File: src/rtl/fault_event_recorder.sv
`default_nettype none
// ============================================================================
// Module      : fault_event_recorder
// Description : Timestamps newly asserted fault bits into a small FIFO, and
//               tracks the first fault and any events dropped on overflow.
// Revision    : 1.0 - initial release
// ============================================================================
module fault_event_recorder #(
    parameter int BITS  = 8,
    parameter int DEPTH = 8,
    parameter int TS_W  = 16
) (
    input  logic                       iClk,
    input  logic                       iRst_n,
    input  logic                       iClear,
    input  logic                       iTick,
    input  logic [BITS-1:0]            iChange,
    input  logic                       iRdReq,
    output logic [BITS+TS_W-1:0]       oRdData,
    output logic                       oRdValid,
    output logic                       oEmpty,
    output logic                       oFull,
    output logic [$clog2(DEPTH):0]     oCount,
    output logic [BITS-1:0]            oFirstFault,
    output logic                       oFirstValid,
    output logic                       oOverflow
);

    localparam int PTR_W = $clog2(DEPTH);
    localparam int CNT_W = PTR_W + 1;
    localparam int ENT_W = BITS + TS_W;
    localparam logic [CNT_W-1:0] C_DEPTH = CNT_W'(DEPTH);

    logic [ENT_W-1:0] mem [DEPTH];

    logic [TS_W-1:0]  ts_q,          ts_d;
    logic [BITS-1:0]  chg_q,         chg_d;
    logic [PTR_W-1:0] wr_ptr_q,      wr_ptr_d;
    logic [PTR_W-1:0] rd_ptr_q,      rd_ptr_d;
    logic [CNT_W-1:0] count_q,       count_d;
    logic [ENT_W-1:0] rd_data_q,     rd_data_d;
    logic             rd_valid_q,    rd_valid_d;
    logic [BITS-1:0]  first_fault_q, first_fault_d;
    logic             first_valid_q, first_valid_d;
    logic             overflow_q,    overflow_d;

    logic [BITS-1:0]  w_new_bits;
    logic             w_event;
    logic             w_pop;
    logic             w_push;
    logic             w_mem_we;

    assign w_new_bits = iChange & ~chg_q;
    assign w_event    = |w_new_bits;
    assign w_pop      = iRdReq && (count_q != '0);
    // A full FIFO still takes a new entry when the head leaves in the same cycle.
    assign w_push     = w_event && ((count_q != C_DEPTH) || w_pop);
    assign w_mem_we   = w_push && iClear;

    always_comb begin
        ts_d          = ts_q;
        chg_d         = chg_q;
        wr_ptr_d      = wr_ptr_q;
        rd_ptr_d      = rd_ptr_q;
        count_d       = count_q;
        rd_data_d     = rd_data_q;
        rd_valid_d    = 1'b0;
        first_fault_d = first_fault_q;
        first_valid_d = first_valid_q;
        overflow_d    = overflow_q;

        if (!iClear) begin
            ts_d          = '0;
            chg_d         = '0;
            wr_ptr_d      = '0;
            rd_ptr_d      = '0;
            count_d       = '0;
            rd_data_d     = '0;
            first_fault_d = '0;
            first_valid_d = 1'b0;
            overflow_d    = 1'b0;
        end else begin
            chg_d = iChange;
            if (iTick && (ts_q != '1)) begin
                ts_d = ts_q + 1'b1;
            end
            if (w_pop) begin
                rd_data_d  = mem[rd_ptr_q];
                rd_valid_d = 1'b1;
                rd_ptr_d   = rd_ptr_q + 1'b1;
            end
            if (w_push) begin
                wr_ptr_d = wr_ptr_q + 1'b1;
            end
            unique case ({w_push, w_pop})
                2'b10:   count_d = count_q + 1'b1;
                2'b01:   count_d = count_q - 1'b1;
                default: count_d = count_q;
            endcase
            if (w_event && !w_push) begin
                overflow_d = 1'b1;
            end
            if (w_event && !first_valid_q) begin
                first_fault_d = w_new_bits;
                first_valid_d = 1'b1;
            end
        end
    end

    always_ff @(posedge iClk or negedge iRst_n) begin
        if (!iRst_n) begin
            ts_q          <= '0;
            chg_q         <= '0;
            wr_ptr_q      <= '0;
            rd_ptr_q      <= '0;
            count_q       <= '0;
            rd_data_q     <= '0;
            rd_valid_q    <= 1'b0;
            first_fault_q <= '0;
            first_valid_q <= 1'b0;
            overflow_q    <= 1'b0;
        end else begin
            ts_q          <= ts_d;
            chg_q         <= chg_d;
            wr_ptr_q      <= wr_ptr_d;
            rd_ptr_q      <= rd_ptr_d;
            count_q       <= count_d;
            rd_data_q     <= rd_data_d;
            rd_valid_q    <= rd_valid_d;
            first_fault_q <= first_fault_d;
            first_valid_q <= first_valid_d;
            overflow_q    <= overflow_d;
        end
    end

    // Storage contents are don't-care after reset, so no reset term here.
    always_ff @(posedge iClk) begin
        if (w_mem_we) begin
            mem[wr_ptr_q] <= {w_new_bits, ts_q};
        end
    end

    assign oRdData     = rd_data_q;
    assign oRdValid    = rd_valid_q;
    assign oEmpty      = (count_q == '0);
    assign oFull       = (count_q == C_DEPTH);
    assign oCount      = count_q;
    assign oFirstFault = first_fault_q;
    assign oFirstValid = first_valid_q;
    assign oOverflow   = overflow_q;

endmodule
`default_nettype wire

File: config.mk
export PLATFORM = sky130hd
export DESIGN_NAME = fault_event_recorder
export DESIGN_NICKNAME = d
export VERILOG_FILES = /design/src/rtl/fault_event_recorder.sv
export SDC_FILE = /design/constraint.sdc
export NUM_CORES = 1
export LEC_CHECK = 0
export CELL_PAD_IN_SITES_DETAIL_PLACEMENT = 2
export CELL_PAD_IN_SITES_GLOBAL_PLACEMENT = 2
export CORE_UTILIZATION = 45
export CTS_BUF_LIST = sky130_fd_sc_hd__clkbuf_16
export CTS_CLUSTER_DIAMETER = 120
export DETAILED_ROUTE_END_ITERATION = 8
export GPL_TIMING_DRIVEN = 0
export PLACE_DENSITY_LB_ADDON = 0.1
export SYNTH_ARGS = -nofsm -noshare
export SYNTH_HDL_FRONTEND = slang
export SYNTH_SLANG_ARGS = --single-unit
File: constraint.sdc
create_clock -name iClk -period 5 [get_ports iClk]
set_input_delay 0.5 -clock iClk [delete_from_list [all_inputs] [get_ports iClk]]
set_output_delay 0.5 -clock iClk [all_outputs]
set_load 0.02 [all_outputs]
# == Word-level counts from Yosys, hierarchy flattened ==
# Memories as Yosys holds them, arrays and structs flattened.
# Index checks and enable logic that the tools add are counted.
# word_totals
elab_cells,62
ff_bits,69
out_inout_bits,41
ramBits,192
memories,1
# classes
add_sub_neg,5
bitwise_logic,2
eq_ne,11
n_reduce_logical,12
n_mux,21
# memory_table
memory,words,width,rd,rd_clocked_by_memory_dff,wr,line_no,rtl
mem,8,24,1,0,1,34,logic [ENT_W-1:0] mem [DEPTH];
# op_table
op,n
$mux 24,2
$mux 16,2
$mux 8,3
$add 16x1->16 const B,1
$ne 16x16->1 const B,1
$mux 3,4
$ne 2x1->1 const B,5
$and 8x8->8,1
$mux 1,8
$not 8->8,1
$pmux 4 s2,1
$reduce_or 8->1,1
$add 3x1->3 const B,2
$logic_and 1x1->1,6
$add 4x1->4 const B,1
$eq 4x4->1 const B,1
$logic_not 4->1,1
$mux 4,1
$ne 4x4->1 const B,1
$reduce_bool 4->1,1
$sub 4x1->4 const B,1
$ne 3x1->1 const B,1
$eq 2x1->1 const B,1
$eq 2x2->1 const B,1
2 further kinds,3

# == Longest topological paths before layout ==
# depth
word_depth,8
mapped_depth,10
mapped_depth_nobuf,9

# == Least setup slack after synthesis ==
# No wires, ideal clock.
# synth_timing
kind,input -> register
from,input iChange[5]
to,memory mem[3][0] (netlist bit) (enable)
arrival_time_ns,3.690
setup_slack_ns,0.844
n_path_buf,1
stages,5
cell_sequence,nor2b_1 or4_1 clkbuf_1 nor2_1 nor4_1
# synth_via
elab_chain_len,6
# synth_lines
element,line_no,rtl
from (decl),17,"input logic [BITS-1:0] iChange,"
$and 8x8->8,53,assign w_new_bits = iChange & ~chg_q;
$reduce_or 8->1,54,assign w_event = |w_new_bits;
$logic_and 1x1->1,57,assign w_push = w_event && ((count_q != C_DEPTH) || w_pop);
$logic_and 1x1->1,58,assign w_mem_we = w_push && iClear;
$mux 1,138,if (w_mem_we) begin
$mux 1 (implied by the code),139,"mem[wr_ptr_q] <= {w_new_bits, ts_q};"
to (decl),34,
# Every way passes these cells.

# == Final worst setup path ==
# layout_timing
from,input iChange[4]
to,memory mem[6][7] (netlist bit) (enable)
# layout_via
elab_chain_len,6
# layout_lines
element,line_no,rtl
$and 8x8->8,53,
net w_new_bits[4],47,logic [BITS-1:0] w_new_bits;
$reduce_or 8->1,54,
$logic_and 1x1->1,57,
$logic_and 1x1->1,58,
$mux 1,138,
$mux 1 (implied by the code),139,
# The timed path passes the listed nets, and every way through them passes these cells.

==> flow_summary.toml <==
[outcome]
outcome = "complete, no violations"

[clock_network]
clk_pin_slew_ns = 0.06
cts.sinks = 261
cts_resized = 0
root_buffer = "clkbuf_16"
cts_buffers = 28
clkLatencyLatePin_ns = 0.54
htreeDepth = 1
cts_buffer_depth = 3
cts_tree = "yes"

[worst_setup_path]
slowest_stage = "nor3b_2"
cp-end-kind = "register"
crit_type = "in -> reg"
crit_required_ns = 5.24
start_kind = "input port"
arrival_ns = 3.79
path_cells = "clkdlybuf4s50_1 -> nor2b_1 -> or4_1 -> buf_2 -> or2_2 -> nand4_1 -> nor3b_2 -> buf_6"
reg2regPathDepth = 7
slowest_delay_ns = 0.93
r2r_setup_slack_ns = 1.55
r2r_start = "chg_q[4]"
critPathMaxFanout = 10
r2r_end = "mem[6][7]"

[synthesis]
synth-seq-cells = 261
postSynthCellCount = 582
yosys_warnings = 0
synthArstFlopShare = 0.2644
synth_top_area_share = 0.5590
yosysSeqAreaShare = 0.7264
yosys.area.top_type = "edfxtp_1"
ys.flop_type = "edfxtp_1"
avgSynthCellArea_sq_um = 17.72
synth_area_leaders = "edfxtp_1 (56%), dfrtp_1 (17%), mux4_2 (10%)"
synth_nets = 601
synth_edf_count = 192
netlist_area_sq_mm = 0.01031
synth_cell_types = 45

[drt]
vias = 5715
ant_nets = 0
drt-wirelength-per-cell_um = 27.59
dr.pass1.iters = 5
drt-vias-per-instance = 5.779
routed_wl_um = 27290
drc_errors = 0
first_iter_violations = 347

[timing]
maxSlewViolCount = 0
fin_crit_ns = 3.549
tightest_slew_ns = 1.060
worst_slack_ns = 1.451
hold_viol = 0
max_freq_ghz = 0.2818
setup_violations = 0
period_share = 0.7097
rsz0062_at_grt = "false"
slew_headroom = 0.2937
hold_slack_ns = 0.3917
clock_skew_ns = 0.01459

[floorplan]
initial_utilization = 0.4569
floorplan.io_pins = 54
std_cell_rows = 55
fp.coreArea_sq_mm = 0.02257
die_y_um = 153.4
die_x_um = 153.4
die_area_sq_mm = 0.02353

[global_route]
grt_pass1_wl_um = 41670
antenna_found_initial = 0
grt_max_degree = 52
first_global_vias = 6555
grt_overflow = 0
grtUsageTotal = 0.2423

[min_path]
hold_class = "in -> async"

[power]
p_per_area_mw_per_mm2 = 459.6
pwr-share-clk = 0.350
p_sw_w = 0.001545
power.share.switching = 0.2730
combPwrFrac = 0.199
power.internal_w = 0.004113
ir_drop_v = 0.0003098
leakagePower_nw = 4.338
pwr-share-seq = 0.451

[layout]
drive_above_1_share = 0.1804
fillers = 1965
n_antenna_cell = 0
post-route-util = 0.5454
final_common_cell = "edfxtp_1"
multi_input_area_sq_mm = 0.002724
final_cell_mix = "edfxtp_1 (192), dfrtp_1 (69), clkdlybuf4s50_1 (52), mux4_2 (48), mux2i_1 (34)"
stdcell_area_sq_mm = 0.01231
area_growth_pct = 19.36
ff_latch_area_sq_mm = 0.007492
fin_nets = 701
instances_no_fill = 989

[place]
portBuffers = 53
place_inst = 936
dp_hpwl_um = 17480
preCtsSetupSlack_ns = 0.9234
gp_congestion = 0.7441
postPlaceCellArea_sq_mm = 0.01142

[run]
cap_violations = 0
area by class of cell:
class	count	share of cell area
tap	285	0.02897
clock buffer	29	0.05895
inverter	1	0.0003049
timing repair buffer	70	0.05875
sequential	261	0.6086
multi-input combinational	287	0.2213
clock inverter	23	0.01260
buffer	33	0.01057
power groups by stage:
stage / Clock (W) / Combinational (W) / Sequential [W]
3_5_place_dp: 0 / 0.00114 / 0.00259
3_3_place_gp: 0 / 0.00109 / 0.00258
5_1_grt: 0.00208 / 0.00121 / 0.00257
2_1_floorplan: 0 / 0.000589 / 0.00267
4_1_cts: 0.00202 / 0.00115 / 0.00255
6_report: 0.00198 / 0.00113 / 0.00255
registers in the layout, indices dropped and copies added (netlist names):
signal       count
mem            192
wr_ptr_q         3
oOverflow        1
oFirstValid      1
oRdValid         1
oRdData         24
oFirstFault      8
ts_q            16
chg_q            8
rd_ptr_q         3
oCount           4
worst max-delay path, delay by kind of cell:
| family | cells | cell delay, ns |
|---|---|---|
| buffers and inverters | 3 | 0.99 |
| AND/OR/NAND/NOR | 5 | 2.30 |
logic make-up after synthesis:
| logic type | count (synthesis) | share of synthesized area |
|---|---|---|
| compound gates | 77 | 0.04368 |
| xor+xnor | 17 | 0.01444 |
| fa+ha+maj | 6 | 0.008007 |
| buf+inv | 34 | 0.01298 |
| flops | 261 | 0.7264 |
| mux | 82 | 0.1378 |
| simple gates | 105 | 0.05665 |
how the worst max path moves through the flow:
stage,endpoint,from,slack (ns),cells past startpoint
after floorplan,mem[3][0],iChange[5],0.84,5
after global placement,mem[3][9],iChange[6],-2.69,6
after detailed placement,mem[6][9],iChange[6],0.92,8
after CTS,mem[6][7],iChange[6],1.43,8
after global routing,mem[6][13],iChange[6],1.31,8
final,mem[6][7],iChange[4],1.45,8
stage by stage:
step / setup TNS (ns) / total power (W)
2_1_floorplan: 0 / 0.003259
3_3_place_gp: -209.15 / 0.003669
3_5_place_dp: 0 / 0.003730
4_1_cts: 0 / 0.005725
5_1_grt: 0 / 0.005864
6_report: 0 / 0.005658
synthesized netlist by cell type (3+ instances only):
library cell,instances
edfxtp_1,192
dfrtp_1,69
mux4_2,48
mux2i_1,34
a21oi_1,29
nor2_1,28
o21ai_0,25
clkbuf_1,22
nand2_1,19
xor2_1,12
and2_1,8
and3_1,7
buf_1,6
buf_2,5
ha_1,5
nand4_1,5
nor2b_1,5
nor3_1,5
o211ai_1,5
xnor2_1,5
nand2b_1,4
nor2b_4,4
nor4_1,4
o21a_1,4
a21o_1,3
nor3b_1,3
o2111ai_1,3
repair_timing:
item	in CTS	in global routing
hold buffers	1	0
setup buffers	0	0
hold endpoints to repair	18	0
layer usage:
metal	GRT usage	wire, um
met2	0.4181	14040
met5	0	0
met1	0.3344	11730
met3	0.02325	1055
met4	0.05714	467
Power figures use the tool's default switching activity.
